<file path="config.mk">
export PLATFORM = sky130hd
export DESIGN_NAME = rgb_pwm_fader
export DESIGN_NICKNAME = d
export VERILOG_FILES = /design/src/rtl/rgb_pkg.sv /design/src/rtl/pwm_channel.sv /design/src/rtl/rgb_pwm_fader.sv
export SDC_FILE = /design/constraint.sdc
export NUM_CORES = 1
export LEC_CHECK = 0
export BUFFER_PORTS_ARGS = -buffer_cell sky130_fd_sc_hd__buf_2
export CAP_MARGIN = 20
export CORE_ASPECT_RATIO = 1.4
export CORE_UTILIZATION = 25
export DETAILED_ROUTE_END_ITERATION = 7
export GPL_ROUTABILITY_DRIVEN = 0
export GPL_TIMING_DRIVEN = 0
export PLACE_DENSITY = 0.48
export SKIP_LAST_GASP = 1
export SYNTH_ARGS = -nofsm -noshare
export SYNTH_HDL_FRONTEND = slang
export SYNTH_SLANG_ARGS = --single-unit
</file>
<file path="constraint.sdc">
create_clock -name clk -period 3.7 [get_ports clk]
set_input_delay 0.185 -clock clk [delete_from_list [all_inputs] [get_ports clk]]
set_output_delay 0.185 -clock clk [all_outputs]
set_load 0.02 [all_outputs]
</file>
<file path="src/rtl/rgb_pkg.sv">
// Shared definitions for the RGB colour blocks: fader state encoding and
// the default duty resolution.
package rgb_pkg;

  localparam int PWM_BITS_DEFAULT = 8;

  typedef enum logic {
    IDLE = 1'b0,
    FADE = 1'b1
  } fade_state_e;

endpackage

</file>
<file path="src/rtl/pwm_channel.sv">
// One PWM output channel. The requested duty is copied into a shadow
// register only as the period counter wraps, so a period is never cut short
// or stretched by a duty change; the compare result is registered.
module pwm_channel
  import rgb_pkg::*;
#(
  parameter int PWM_BITS = PWM_BITS_DEFAULT
) (
  input  logic                clk,
  input  logic                rst_n,
  input  logic [PWM_BITS-1:0] period_cnt,
  input  logic                period_wrap,
  input  logic [PWM_BITS-1:0] duty,
  output logic                pwm_out
);

  logic [PWM_BITS-1:0] active_q, active_d;
  logic                pwm_q, pwm_d;

  // Shadow duty reload at the wrap and the period compare.
  always_comb begin
    active_d = active_q;
    if (period_wrap) begin
      active_d = duty;
    end
    pwm_d = (period_cnt < active_q);
  end

  // Shadow duty and output registers.
  always_ff @(posedge clk or negedge rst_n) begin
    if (!rst_n) begin
      active_q <= '0;
      pwm_q    <= 1'b0;
    end else begin
      active_q <= active_d;
      pwm_q    <= pwm_d;
    end
  end

  assign pwm_out = pwm_q;

endmodule

</file>
<file path="src/rtl/rgb_pwm_fader.sv">
// Three-channel LED fader. A target colour is accepted while idle; each
// channel's current duty then walks one LSB toward its target every
// STEP_CYCLES clocks until all three match, after which the block idles.
module rgb_pwm_fader
  import rgb_pkg::*;
#(
  parameter int PWM_BITS    = PWM_BITS_DEFAULT,
  parameter int STEP_CYCLES = 46875
) (
  input  logic                clk,
  input  logic                rst_n,
  input  logic                color_valid,
  output logic                color_ready,
  input  logic [PWM_BITS-1:0] color_r,
  input  logic [PWM_BITS-1:0] color_g,
  input  logic [PWM_BITS-1:0] color_b,
  output logic                busy,
  output logic                RGB_R,
  output logic                RGB_G,
  output logic                RGB_B
);

  localparam int STEP_W = (STEP_CYCLES > 1) ? $clog2(STEP_CYCLES) : 1;
  localparam logic [STEP_W-1:0] STEP_LAST = STEP_W'(STEP_CYCLES - 1);

  fade_state_e                  state_q, state_d;
  logic [PWM_BITS-1:0]          period_q, period_d;
  logic [STEP_W-1:0]            step_q, step_d;
  logic [2:0][PWM_BITS-1:0]     cur_q, cur_d;
  logic [2:0][PWM_BITS-1:0]     tgt_q, tgt_d;
  logic [2:0][PWM_BITS-1:0]     color_in;
  logic [2:0]                   pwm_vec;
  logic                         period_wrap;

  // Move one LSB toward the target; equal values hold, so no wrap can occur.
  function automatic logic [PWM_BITS-1:0] step_toward(input logic [PWM_BITS-1:0] c,
                                                      input logic [PWM_BITS-1:0] t);
    if (c < t) begin
      return c + 1'b1;
    end else if (c > t) begin
      return c - 1'b1;
    end
    return c;
  endfunction

  assign color_in    = {color_b, color_g, color_r};
  assign color_ready = (state_q == IDLE);
  assign busy        = (state_q == FADE);
  assign period_wrap = (period_q == '1);

  // Free-running PWM period counter.
  always_comb begin
    period_d = period_q + 1'b1;
  end

  // Fade FSM: accept targets while idle, step duties while fading.
  always_comb begin
    state_d = state_q;
    step_d  = step_q;
    cur_d   = cur_q;
    tgt_d   = tgt_q;
    case (state_q)
      IDLE: begin
        step_d = '0;
        if (color_valid) begin
          tgt_d = color_in;
          if (color_in != cur_q) begin
            state_d = FADE;
          end
        end
      end
      FADE: begin
        if (step_q == STEP_LAST) begin
          step_d = '0;
          for (int i = 0; i < 3; i++) begin
            cur_d[i] = step_toward(cur_q[i], tgt_q[i]);
          end
          if (cur_d == tgt_q) begin
            state_d = IDLE;
          end
        end else begin
          step_d = step_q + 1'b1;
        end
      end
      default: state_d = IDLE;
    endcase
  end

  // State, counters and duty registers.
  always_ff @(posedge clk or negedge rst_n) begin
    if (!rst_n) begin
      state_q  <= IDLE;
      period_q <= '0;
      step_q   <= '0;
      cur_q    <= '0;
      tgt_q    <= '0;
    end else begin
      state_q  <= state_d;
      period_q <= period_d;
      step_q   <= step_d;
      cur_q    <= cur_d;
      tgt_q    <= tgt_d;
    end
  end

  generate
    for (genvar gi = 0; gi < 3; gi++) begin : g_chan
      pwm_channel #(
        .PWM_BITS(PWM_BITS)
      ) u_chan (
        .clk        (clk),
        .rst_n      (rst_n),
        .period_cnt (period_q),
        .period_wrap(period_wrap),
        .duty       (cur_q[gi]),
        .pwm_out    (pwm_vec[gi])
      );
    end
  endgenerate

  assign RGB_R = pwm_vec[0];
  assign RGB_G = pwm_vec[1];
  assign RGB_B = pwm_vec[2];

endmodule
</file>
==> impl_results.md <==
* Iteration-0 DRC Markers at 216
* Final setup fails at 0
* Setup Skew at 0.01301 ns
* Syn. warnings at 0
* First-pass GRT wire length at 29,480 um
* Path type of the worst min-delay path: in2reg
* Synth top area share at 37.13%
* GRT overflow at 0
* Gr usage total at 14.04%
* CP Class: reg2reg
* Avg Inst Size Synth at 9.347 um^2
* Fraction of layout cells with a size suffix above 1 at 21.13%
* H-tree depth at 3
* EDFF count, synth at 0
* Slowest cell on the critical path: or4_4
* Power per cell area at 312.3 nW/um^2
* Worst VDD drop at 197.6 uV
* Largest net degree at the start of global routing at 57
* DRT Pass-1 Iters at 4
* PortBufs at 31
* CP delay by family, top: simple AND/OR/NAND/NOR gates
* Vias at 5,251
* Slew @ Worst Pin at 0.7132 ns
* Drt drc at 0
* Skew-Pair Late Insertion Delay at 0.36 ns
* Sink Count at 100
* Post-route ant nets at 0
* Initial core utilization at 25.65%
* Routed WL at 18,680 um
* Post-DR wirelength/cell at 16.69 um
* Post-Syn Instances at 721
* NumNets Final at 888
* Main flop type after synthesis: dfrtp_1
* Post-synth ARST share at 100.0%
* I/O Pins at 32
* Die Area at 27,630 um^2
* Design Area, Final at 8232 um^2
* Placed cell areas at 7330 um^2
* Worst Path Max Fanout at 7
* Reported max-cap violation count at 0
* CP Capture Type: flop
* CP required at 3.93 ns
* Die height at 196.3 um
* Dpl cells at 1,077
* Largest area contributor in the synthesized netlist: dfrtp_1
* Tcrit/Tclk final at 99.03%
* DPL Wire Length at 14,080 um
* CTS tree: done
* Width of the die at 140.8 um
* Max Root-Sink Buffers at 2
* Final Core Density at 31.33%
* LEAKAGE at 3.613 nW
* Syn nets at 817
* Filler instances at 2,738
* Vias per cell at 4.693
* Slew headroom at 51.85%
* Highest Clock Rate at 0.2729 GHz
* Post-synthesis sequential area ratio at 37.13%
* Yosys reg bits at 100
* CP Launch Type: flop
* Bufs and invs on worst path at 2
* Max-slew violation count at 0
* Post-Syn Area at 6739 um^2
* Min cycle time layout at 3.664 ns
* Core Region at 26,280 um^2
* CTS Root Cell: clkbuf_16
* Distinct cell type count after synthesis at 58
* Area Overhead vs Synth at 22.15%
* Worst path cell trace: ha_4, nor2b_2, o211ai_1, a21oi_2, nand2b_4, inv_4, fa_2, buf_4, xor2_1, o311ai_0, or4_4, nor4_4, a31oi_1
* Final hold vios at 0
* CP Data Arrival Time at 3.89 ns
* CP peak stage delay at 0.57 ns
* Synth top area cells: dfrtp_1, ha_1, xor2_1
* Vias in the first global route at 5,336
* Final cell count without fillers at 1,119
* Status: complete, no violations
* Initial antenna violation count at 0
* Rows at 70
* Power, Total at 2.570 mW
* Antenna cells at 0
* CTS clock-pin slew for the worst setup and hold paths at 0.08 ns
* Cts bufs inserted at 9
-- layer usage --
layer | GRT usage, % | routed length (um) | vias to the layer above
met5 | 0 | 0 | -
met4 | 6.763 | 769 | 0
met3 | 1.855 | 449 | 32
met2 | 24.82 | 9304 | 71
met1 | 16.67 | 8157 | 2508
li1 | - | - | 2640
-- where the power goes --
part | internal [mW] | switching, mW | leakage (nW)
combinational | 0.159 | 0.204 | 2.18
sequential | 1.16 | 0.0678 | 1.29
clock | 0.554 | 0.422 | 0.145
total | 1.88 | 0.694 | 3.61
-- sequential cells by signal (all words and copies together), names as in the netlist --
register and count:
busy 1, cur_q 24, g_chan.u_chan.pwm_out 3, g_chan.u_chan.active_q 24, tgt_q 24, step_q 16
period_q 8
-- worst min-delay path: cells and delay by family --
family / cells / cell delay, ns
simple gates: 1 / 0.04
compound gates: 1 / 0.06
buf+inv: 1 / 0.10
-- synth_stat cells (all sizes together) (10+ instances only) --
| cell | instances |
|---|---|
| o21ai | 66 |
| nor4 | 11 |
| a21o | 21 |
| nand2 | 67 |
| nand3 | 15 |
| a21oi | 28 |
| ha | 66 |
| nor2 | 40 |
| dfrtp | 100 |
| nor2b | 12 |
| xor2 | 46 |
| mux2 | 17 |
| clkbuf | 11 |
| mux2i | 10 |
| nand2b | 11 |
| xnor2 | 38 |
| inv | 69 |
-- stage by stage --
stage	hold slack (ns)	worst slack [ns]	TNS, ns
after global placement	0.4235	-0.8470	-0.9497
after detailed placement	0.2664	-0.7745	-0.8427
after floorplan	-0.1106	0.1547	0
after global routing	0.07560	-0.03575	-0.03575
final	0.06474	0.03574	0
after CTS	0.05303	0.009539	0
-- final timing paths --
| check | depth (start not counted) | start | slack, ns | endpoint |
|---|---|---|---|---|
| worst max-delay path | 13 | cur_q[9] | 0.04 | busy |
| worst min-delay path | 3 | color_b[5] | 0.06 | tgt_q[21] |
| worst max register to register | 13 | cur_q[9] | 0.04 | busy |
| worst min register to register | 1 | g_chan[0].u_chan.active_q[0] | 0.51 | g_chan[0].u_chan.active_q[0] |
| max in group asynchronous | 3 | rst_n | 2.54 | cur_q[5] |
| min in group asynchronous | 2 | rst_n | 0.41 | step_q[0] |
-- repair_timing --
item / 4_1_cts / 5_1_grt
pin swaps: 5 / 20
hold endpoints to repair: 44 / 0
endpoints found under the setup margin: 2 / 1
hold buffers: 1 / 0
resized for setup: 34 / 61
setup buffers: 9 / 18
-- cells by family (layout without fill, tap and decap cells) --
kind of cell    after synthesis  count (layout)  synth area share, %
simple gates                194             194                14.43
compound gates              162             162                15.00
flops                       100             100                37.13
xor+xnor                     85              85                11.25
buf+inv                      84             158                4.716
fa+ha+maj                    69              69                13.15
mux                          27              27                4.326
-- layout by cell type, fill, tap and decap left out, types with 3 or more instances in the layout --
| cell type | netlist | routed |
|---|---|---|
| a21oi_1 | 28 | 22 |
| o21a_1 | 9 | 8 |
| xor2_1 | 46 | 46 |
| and3_1 | 5 | 5 |
| a21oi_2 | 0 | 5 |
| clkbuf_16 | 0 | 9 |
| nand2b_1 | 11 | 9 |
| nand4_1 | 8 | 8 |
| a21o_1 | 21 | 21 |
| nor4_4 | 1 | 3 |
| inv_1 | 69 | 64 |
| inv_2 | 0 | 3 |
| dfrtp_2 | 0 | 16 |
| o21ai_1 | 1 | 3 |
| nand3_1 | 15 | 15 |
| ha_4 | 0 | 11 |
| nor2b_1 | 12 | 8 |
| mux2_2 | 17 | 17 |
| o31ai_1 | 4 | 3 |
| clkbuf_1 | 11 | 12 |
| mux2i_1 | 10 | 9 |
| dfrtp_1 | 100 | 84 |
| nor2b_4 | 0 | 3 |
| o21ai_0 | 65 | 59 |
| nor2_1 | 39 | 38 |
| o211ai_1 | 4 | 4 |
| o31a_1 | 3 | 3 |
| buf_2 | 2 | 32 |
| nor3b_1 | 4 | 3 |
| nor3_1 | 6 | 5 |
| xnor2_1 | 38 | 36 |
| nor4_1 | 9 | 8 |
| o21ai_2 | 0 | 3 |
| nand2_1 | 67 | 67 |
| ha_1 | 66 | 53 |
| buf_4 | 0 | 27 |
-- cell type report --
class	count	area [um^2]	share of cell area, %
Buffer	15	58.81	0.7144
Clock buffer	12	256.5	3.116
Clock inverter	2	35.03	0.4256
Inverter	69	264.0	3.207
Multi-Input combinational cell	537	4288	52.09
Sequential cell	100	2522	30.64
Tap cell	324	405.4	4.925
Timing Repair Buffer	60	401.6	4.879
(Power assumes the default switching activity.)
